`config.mk`:
```
export PLATFORM = sky130hd
export DESIGN_NAME = toggle_port_responder
export DESIGN_NICKNAME = d
export VERILOG_FILES = /design/src/rtl/toggle_port_pkg.sv /design/src/rtl/toggle_port_fifo.sv /design/src/rtl/toggle_port_responder.sv
export SDC_FILE = /design/constraint.sdc
export NUM_CORES = 1
export LEC_CHECK = 0
export CAP_MARGIN = 20
export CORE_MARGIN = 1
export CORE_UTILIZATION = 40
export DETAILED_ROUTE_END_ITERATION = 7
export PLACE_DENSITY = 0.7
export SLEW_MARGIN = 20
export SYNTH_ARGS = -nofsm -noshare
export SYNTH_HDL_FRONTEND = slang
export SYNTH_SLANG_ARGS = --single-unit
export TNS_END_PERCENT = 1
```
`constraint.sdc`:
```
create_clock -name clk_sys -period 2.3 [get_ports clk_sys]
set_input_delay 0.345 -clock clk_sys [delete_from_list [all_inputs] [get_ports clk_sys]]
set_output_delay 0.345 -clock clk_sys [all_outputs]
set_load 0.1 [all_outputs]
```
`src/rtl/toggle_port_pkg.sv`:
```
// toggle_port_pkg: shared types for the toggle-handshake port responder.
// Entry coalescing (the cnt field) exists only when TOGGLE_PORT_COALESCE_EN is defined.
package toggle_port_pkg;
  localparam int ADDR_W = 23;
  localparam int DEF_DEPTH = 4;
  function automatic int ptr_w(input int depth);
    return $clog2(depth) + 1;
  endfunction
  localparam int PTR_W = ptr_w(DEF_DEPTH);
  typedef enum logic {IDLE, BUSY} state_t;
  typedef struct packed {
    logic [ADDR_W-1:0] a;
    logic [1:0] ds;
    logic we;
    logic [15:0] d;
`ifdef TOGGLE_PORT_COALESCE_EN
    logic [1:0] cnt;
`endif
  } entry_t;
endpackage

```
`src/rtl/toggle_port_fifo.sv`:
```
// toggle_port_fifo: in-order entry FIFO; with TOGGLE_PORT_COALESCE_EN it exposes a tail read/modify port.
module toggle_port_fifo
  import toggle_port_pkg::*;
#(
  parameter int DEPTH = DEF_DEPTH
) (
  input  logic   clk_sys,
  input  logic   reset,
  input  logic   push,
  input  entry_t din,
  input  logic   pop,
`ifdef TOGGLE_PORT_COALESCE_EN
  input  logic   merge,
  input  entry_t merge_entry,
  output entry_t tail,
  output logic   single,
`endif
  output entry_t head,
  output logic   full,
  output logic   empty
);
  localparam int PW = ptr_w(DEPTH);
  entry_t mem [DEPTH];
  logic [PW-1:0] wp, rp;
  logic [PW-2:0] ti;
  assign ti = wp[PW-2:0] - (PW-1)'(1);
  assign empty = wp == rp;
  assign full = (wp[PW-1] != rp[PW-1]) && (wp[PW-2:0] == rp[PW-2:0]);
  assign head = mem[rp[PW-2:0]];
`ifdef TOGGLE_PORT_COALESCE_EN
  assign tail = mem[ti];
  assign single = wp == rp + PW'(1);
`endif
  always_ff @(posedge clk_sys)
    if (push) mem[wp[PW-2:0]] <= din;
`ifdef TOGGLE_PORT_COALESCE_EN
    else if (merge) mem[ti] <= merge_entry;
`endif
  always_ff @(posedge clk_sys)
    if (reset) begin
      wp <= '0;
      rp <= '0;
    end else begin
      if (push) wp <= wp + PW'(1);
      if (pop) rp <= rp + PW'(1);
    end
endmodule

```
`src/rtl/toggle_port_responder.sv`:
```
// toggle_port_responder: toggle-handshake port target replaying accesses to a level-request memory bus.
// Optional same-address write coalescing is enabled by TOGGLE_PORT_COALESCE_EN.
module toggle_port_responder
  import toggle_port_pkg::*;
#(
  parameter int AW = ADDR_W,
  parameter int DEPTH = DEF_DEPTH
) (
  input  logic          clk_sys,
  input  logic          reset,
  input  logic          port_req,
  input  logic [AW-1:0] port_a,
  input  logic [1:0]    port_ds,
  input  logic          port_we,
  input  logic [15:0]   port_d,
  output logic          port_ack,
  output logic [15:0]   port_q,
  output logic          overflow,
  output logic          mem_req,
  output logic          mem_we,
  output logic [AW-1:0] mem_a,
  output logic [1:0]    mem_ds,
  output logic [15:0]   mem_d,
  input  logic          mem_done,
  input  logic [15:0]   mem_q
);
  state_t st;
  logic req_seen, req_edge, push, pop, full, empty, merge, flip;
  entry_t head, in_e;
  assign req_edge = port_req != req_seen;
  assign pop = st == IDLE && !empty;
  assign push = req_edge && !merge && (!full || pop);
  always_comb begin
    in_e = '0;
    in_e.a = ADDR_W'(port_a);
    in_e.ds = port_ds;
    in_e.we = port_we;
    in_e.d = port_d;
`ifdef TOGGLE_PORT_COALESCE_EN
    in_e.cnt = 2'd1;
`endif
  end
`ifdef TOGGLE_PORT_COALESCE_EN
  entry_t tail, merged;
  logic single;
  // A lone entry being popped this cycle is no longer the tail we may modify.
  assign merge = req_edge && port_we && !empty && tail.we && tail.a == in_e.a &&
                 (tail.ds & port_ds) == 2'b00 && !(pop && single);
  always_comb begin
    merged = tail;
    merged.ds = tail.ds | port_ds;
    merged.d = {port_ds[1] ? port_d[15:8] : tail.d[15:8], port_ds[0] ? port_d[7:0] : tail.d[7:0]};
    merged.cnt = tail.cnt + 2'd1;
  end
`else
  assign merge = 1'b0;
  assign flip = 1'b1;
`endif
  toggle_port_fifo #(.DEPTH(DEPTH)) u_fifo (
    .clk_sys(clk_sys), .reset(reset), .push(push), .din(in_e), .pop(pop),
`ifdef TOGGLE_PORT_COALESCE_EN
    .merge(merge), .merge_entry(merged), .tail(tail), .single(single),
`endif
    .head(head), .full(full), .empty(empty)
  );
  always_ff @(posedge clk_sys)
    if (reset) begin
      st <= IDLE;
      req_seen <= port_req;
      port_ack <= port_req;
      port_q <= '0;
      overflow <= 1'b0;
      mem_req <= 1'b0;
      mem_we <= 1'b0;
      mem_a <= '0;
      mem_ds <= '0;
      mem_d <= '0;
`ifdef TOGGLE_PORT_COALESCE_EN
      flip <= 1'b0;
`endif
    end else begin
      if (req_edge) req_seen <= port_req;
      if (req_edge && !merge && full && !pop) overflow <= 1'b1;
      if (st == IDLE) begin
        if (!empty) begin
          st <= BUSY;
          mem_req <= 1'b1;
          mem_we <= head.we;
          mem_a <= AW'(head.a);
          mem_ds <= head.ds;
          mem_d <= head.d;
`ifdef TOGGLE_PORT_COALESCE_EN
          flip <= head.cnt[0];
`endif
        end
      end else if (mem_done) begin
        st <= IDLE;
        mem_req <= 1'b0;
        port_ack <= port_ack ^ flip;
        if (!mem_we) port_q <= mem_q;
      end
    end
endmodule

```
==> results of run 1 <==
==> power groups by stage <==
stage	clock network [mW]	logic, mW	registers, mW
floorplan	0	1.91	8.23
global placement	0	5.78	5.67
detailed placement	0	5.84	5.71
CTS	3.92	5.85	5.63
global route	4.09	6.10	5.69
finish	3.83	5.77	5.62
==> layer usage <==
layer | GRT usage [%] | part of all wire [%]
met2 | 26.1 | 49
met3 | 3.30 | 6.2
met4 | 4.80 | 1.8
met5 | 0 | 0
met1 | 19.9 | 43
==> logic make-up after synthesis <==
kind of cell,count (synthesis),share of synthesized area (%)
adder cells (fa/ha/maj),5,0.725
buffers and inverters,36,1.80
multiplexers,44,11.2
AND/OR/NAND/NOR,140,6.38
XOR/XNOR,7,0.885
AO/OA/AOI/OAI,67,4.31
flip-flops,237,74.7
==> worst max path at each step <==
stage,startpoint,endpoint,slack [ns]
2_1_floorplan,u_fifo.rp[0]$_SDFFE_PP0N_,u_fifo.mem[2][0]$_DFFE_PP_,-0.14
3_3_place_gp,port_req,u_fifo.mem[3][20]$_DFFE_PP_,0.24
3_5_place_dp,port_req,u_fifo.mem[3][20]$_DFFE_PP_,0.18
4_1_cts,u_fifo.rp[0]$_SDFFE_PP0N_,mem_a[17]$_SDFFE_PP0N_,0.49
5_1_grt,u_fifo.rp[0]$_SDFFE_PP0N_,mem_a[8]$_SDFFE_PP0N_,0.42
6_report,u_fifo.rp[0]$_SDFFE_PP0N_,mem_a[12]$_SDFFE_PP0N_,0.52
==> sequential cells by signal, indices dropped and copies added (netlist names) <==
register,cells
u_fifo.mem,168
mem_a,23
mem_d,16
port_q,16
u_fifo.rp,3
u_fifo.wp,3
mem_ds,2
mem_req,1
mem_we,1
overflow,1
port_ack,1
req_seen,1
st,1
==> Yosys cell counts, types with 2 or more instances <==
cell type and instances:
nand3_1 2, mux2i_1 2, buf_4 2, nand2_1 119, nor2_1 10, and2_1 4
a21oi_1 61, clkbuf_1 19, xnor2_1 4, edfxtp_1 170, mux4_2 42, nand2b_1 2
dfxtp_1 67, inv_1 5, buf_2 10, ha_1 5, xnor2_2 2
==> layout make-up <==
cell class	instances	area (µm²)	share of cell area (%)
clock inverter	9	101	0.930
clock buffer	37	691	6.34
antenna	1	2.50	0.0230
timing repair buffer	141	1260	11.5
inverter	5	18.8	0.172
multi-input combinational	263	2030	18.6
sequential	237	6450	59.2
tap	275	344	3.16
==> through the flow <==
| stage | utilization, % | hold slack [ns] |
|---|---|---|
| after detailed placement | 47.9 | 0.449 |
| after global placement | 47.9 | 0.442 |
| final | 51.7 | 0.305 |
| after floorplan | - | 0.444 |
| after global routing | 51.7 | 0.339 |
| after CTS | 51.7 | 0.287 |
==> worst reg2reg max path, delay by kind of cell, from the launching register on <==
family / cells / cell delay, ns
AO/OA/AOI/OAI: 1 / 0.08
buffers and inverters: 1 / 0.40
AND/OR/NAND/NOR: 1 / 0.13
flip-flops: 1 / 0.50
multiplexers: 1 / 0.55
==> flow_summary.yaml, run 1 <==
global_route:
  grt-ovfl-total: 0
  antenna_found_initial: 0
  grt_pass1_vias: 4895
  grt_use_total_pct: 15.4
  grt_first_pass_wirelength_um: 26000
  grt_max_degree: 45
clocking:
  cts_resized: 0
  clk_latency_ns: 0.52
  clkTransAtPathRegs_ns: 0.06
  cts_buffers: 25
  cts_num_sinks: 237
  htree_num_levels: 1
  postCtsHoldBufs: 0
  cts_buffer_depth: 3
  root_buffer: "clkbuf_16"
  tritoncts: "yes"
  cts_setup_buffers: 0
timing:
  final-max-slew-violation-count: 0
  finalCritPeriodShare_pct: 77.2
  tns_ns: 0
  skew_ns: 0.0203
  finalWorstSetupSlack_ns: 0.525
  timing.fmax_mhz: 563
  post-route-min-period_ns: 1.78
  grt_setup_unrepaired: "no"
  tightest_slew_ns: 0.641
  setup_viol: 0
  hold_viol: 0
  relSlewSlack_pct: 57.3
setup_path:
  path_class: "reg -> reg"
  crit_cells: 4
  max_stage_delay_ns: 0.54
  cp.arrival_ns: 2.17
  reg2reg_from: "u_fifo.rp[0]$_SDFFE_PP0N_"
  crit_slowest_cell: "mux4_2"
  reg2reg_to: "mem_a[12]$_SDFFE_PP0N_"
  worst-path-buf-inv: 1
  cp_cell_sequence: "buf_4, mux4_2, nand2_1, a21oi_1"
  reg2reg_depth: 4
  critPathTopFamily: "multiplexers"
  crit_path_max_fanout: 18
  critPathCaptureType: "register"
  reg2reg_setup_slack_ns: 0.52
  cp-start-kind: "register"
  cp.required_ns: 2.70
synth:
  ys_warn_count: 0
  ys_seq_elements: 237
  postSynthAreaPerCell_um2: 16.1
  yosysUniqueCellTypes: 27
  yosysTopAreaCell: "edfxtp_1"
  syn_area_um2: 8630
  synth_cells: 536
  synth_edf_count: 170
  async_flop_share_pct: 0
  ys_top_cells_by_area: "edfxtp_1 59%, dfxtp_1 16%, mux4_2 11%, nand2_1 5.2%, a21oi_1 3.5%"
  synth_nets: 603
  ys_dominant_reg_cell: "edfxtp_1"
  yosys.area.top_type_share_pct: 59.2
  seq_area_frac_synth_pct: 74.7
power:
  p_leak_nw: 3.75
  p_seq_share_pct: 36.9
  max-vdd-ir-drop_mv: 1.21
  p_switching_mw: 6.08
  p_comb_share_pct: 37.9
  power_mw: 15.2
  powerDensity_nw_per_um2: 1400
  intPower_mw: 9.13
  p_clk_share_pct: 25.2
  switching_share_pct: 40.0
place:
  placed_cell_area_um2: 10100
  pre_cts_ws_ns: 0.179
  io_buffers: 122
  dp_hpwl_um: 11100
  dpl.cell_count: 921
  place.gp.congestion: 0.719
flow_run:
  maxCapViolations: 0
final_layout:
  final_area_um2: 10900
  area_delta_synth_final_pct: 26.3
  finalNetCount: 740
  fillers: 1714
  final_common_cell: "edfxtp_1"
  finalNonFillerCells: 968
  layout_common_cells: "170 x edfxtp_1, 119 x nand2_1, 76 x buf_4, 65 x dfxtp_1, 61 x a21oi_1"
  drive_above_1_share_pct: 24.6
hold_path:
  hold_path_depth: 2
  hold_path_class: "in -> reg"
  hold_start: "reset"
  min_to: "u_fifo.wp[0]$_SDFFE_PP0P_"
detailed_routing:
  wl_per_cell_um: 17.3
  post-route-drc-count: 0
  postRouteAntennaNets: 0
  drt-vias-per-instance: 4.93
  drtPass1Iterations: 4
  drtIter0Drc: 275
  drt_wl_total_um: 16700
  num_vias: 4774
floorplanning:
  initial_core_util_pct: 40.9
  die-height_um: 149
  coreArea_um2: 21100
  num_rows: 53
  pin_count: 123
  die-area_um2: 22200
  die_w_um: 149
status:
  status: "completed"
No activity file was read; power rests on OpenSTA's default activity.
==> run 2: changes to the inputs <==
--- a/config.mk
+++ b/config.mk
@@ -9,7 +9,7 @@
 export CORE_MARGIN = 1
 export CORE_UTILIZATION = 40
 export DETAILED_ROUTE_END_ITERATION = 7
-export PLACE_DENSITY = 0.7
+export PLACE_DENSITY = 0.68
 export SLEW_MARGIN = 20
 export SYNTH_ARGS = -nofsm -noshare
 export SYNTH_HDL_FRONTEND = slang
==> constraint.sdc (replaced) <==
create_clock -name clk_sys -period 1.8 [get_ports clk_sys]
set_input_delay 0.27 -clock clk_sys [delete_from_list [all_inputs] [get_ports clk_sys]]
set_output_delay 0.27 -clock clk_sys [all_outputs]
set_load 0.1 [all_outputs]
==> flow_summary.yaml, run 2 (synthesis results as in run 1) <==
detailed_routing:
  drt_wl_total_um: 17100
  drtIter0Drc: 328
  num_vias: 4838
  postRouteAntennaNets: 0
  post-route-drc-count: 0
  drtPass1Iterations: 4
  wl_per_cell_um: 17.6
  drt-vias-per-instance: 4.97
place:
  place.gp.congestion: 0.750
  io_buffers: 122
  dp_hpwl_um: 11500
  pre_cts_ws_ns: -0.198
hold_path:
  hold_path_class: "in -> reg"
  hold_path_depth: 2
global_route:
  grt_first_pass_wirelength_um: 26900
  antenna_found_initial: 0
  grt_max_degree: 45
  grt_use_total_pct: 15.9
  grt-ovfl-total: 0
  grt_pass1_vias: 4975
floorplanning:
  num_rows: 53
  die-height_um: 149
  die_w_um: 149
  die-area_um2: 22200
  pin_count: 123
  initial_core_util_pct: 40.9
  coreArea_um2: 21100
timing:
  finalWorstSetupSlack_ns: 0.129
  hold_viol: 0
  relSlewSlack_pct: 70.0
  grt_setup_unrepaired: "no"
  timing.fmax_mhz: 599
  tightest_slew_ns: 0.447
  post-route-min-period_ns: 1.67
  setup_viol: 0
  tns_ns: 0
  skew_ns: 0.0171
  finalCritPeriodShare_pct: 92.8
  final-max-slew-violation-count: 0
flow_run:
  maxCapViolations: 0
clocking:
  cts_resized: 0
  clk_latency_ns: 0.51
  cts_setup_buffers: 0
  htree_num_levels: 1
  cts_buffer_depth: 3
  cts_num_sinks: 237
  cts_buffers: 24
  root_buffer: "clkbuf_16"
  tritoncts: "yes"
  clkTransAtPathRegs_ns: 0.06
  postCtsHoldBufs: 0
final_layout:
  finalNetCount: 747
  layout_common_cells: "170 x edfxtp_1, 119 x nand2_1, 74 x buf_4, 64 x dfxtp_1, 61 x a21oi_1"
  top_register: "u_fifo.mem"
  antenna_cells: 0
  area_delta_synth_final_pct: 28.5
  final_common_cell: "edfxtp_1"
  reg_top3: "u_fifo.mem: 168 flops, mem_a: 23 flops"
  fillers: 1711
  drive_above_1_share_pct: 25.5
  largest_reg_flops: 168
power:
  max-vdd-ir-drop_mv: 1.15
  p_leak_nw: 3.83
  powerDensity_nw_per_um2: 1780
setup_path:
  crit_path_max_fanout: 26
  reg2reg_depth: 4
  cp-start-kind: "register"
  path_class: "reg -> reg"
  cp.arrival_ns: 1.87
  cp.required_ns: 1.99
  critPathCaptureType: "register"
status:
  status: "completed"
## run 2: changes by cell type in the layout (fill, tap and decap cells not counted), sizes merged
cell and change:
diode -1, bufinv -1, buf +8, clkinvlp -2, clkbuf +1
## run 2: layout make-up
cell class	instances	area (µm²)	area share, %
flip-flops and latches	237	6450	58.2
clock inverters	6	55.1	0.497
multi-input cells	263	2050	18.5
well taps	275	344	3.10
repair buffers	149	1440	13.0
inverters	5	18.8	0.169
clock buffers	38	724	6.53
## run 2: power by group
group	switching, mW	internal, mW
registers	0.418	6.75
logic	5.49	2.32
clock network	1.90	2.90
total	7.80	12.0
## run 2: path summary, 6_finish.rpt
path,start,end,slack (ns)
worst max register to register,u_fifo.wp[0]$_SDFFE_PP0P_,u_fifo.mem[2][32]$_DFFE_PP_,0.13
worst min-delay path,reset,u_fifo.wp[1]$_SDFFE_PP0P_,0.14
worst min register to register,mem_d[7]$_SDFFE_PP0N_,mem_d[7]$_SDFFE_PP0N_,0.45
worst max-delay path,u_fifo.wp[0]$_SDFFE_PP0P_,u_fifo.mem[2][32]$_DFFE_PP_,0.13
## run 2: stage by stage
step	std cells	hold WS, ns	instance area [µm²]	power, mW	utilization, %
detailed placement	929	0.448	10300	15.2	48.8
global placement	929	0.442	10300	15.0	48.8
global route	973	0.144	11100	20.7	52.6
finish	973	0.137	11100	19.8	52.6
CTS	973	0.121	11100	20.0	52.5
floorplan	536	0.369	8630	13.0	-
## run 2: layer usage
layer	track usage, %	vias up	routed length, µm
met1	21.3	2377	7360
li1	-	2276	-
met4	3.47	0	213
met2	26.8	168	8200
met5	0	-	0
met3	3.15	17	1350
## run 2: worst max-delay path: stages (launching register included)
cell	delay, ns
dfxtp_1	0.46
xnor2_2	0.15
a41oi_2	0.27
and2_2	0.25
buf_12	0.21
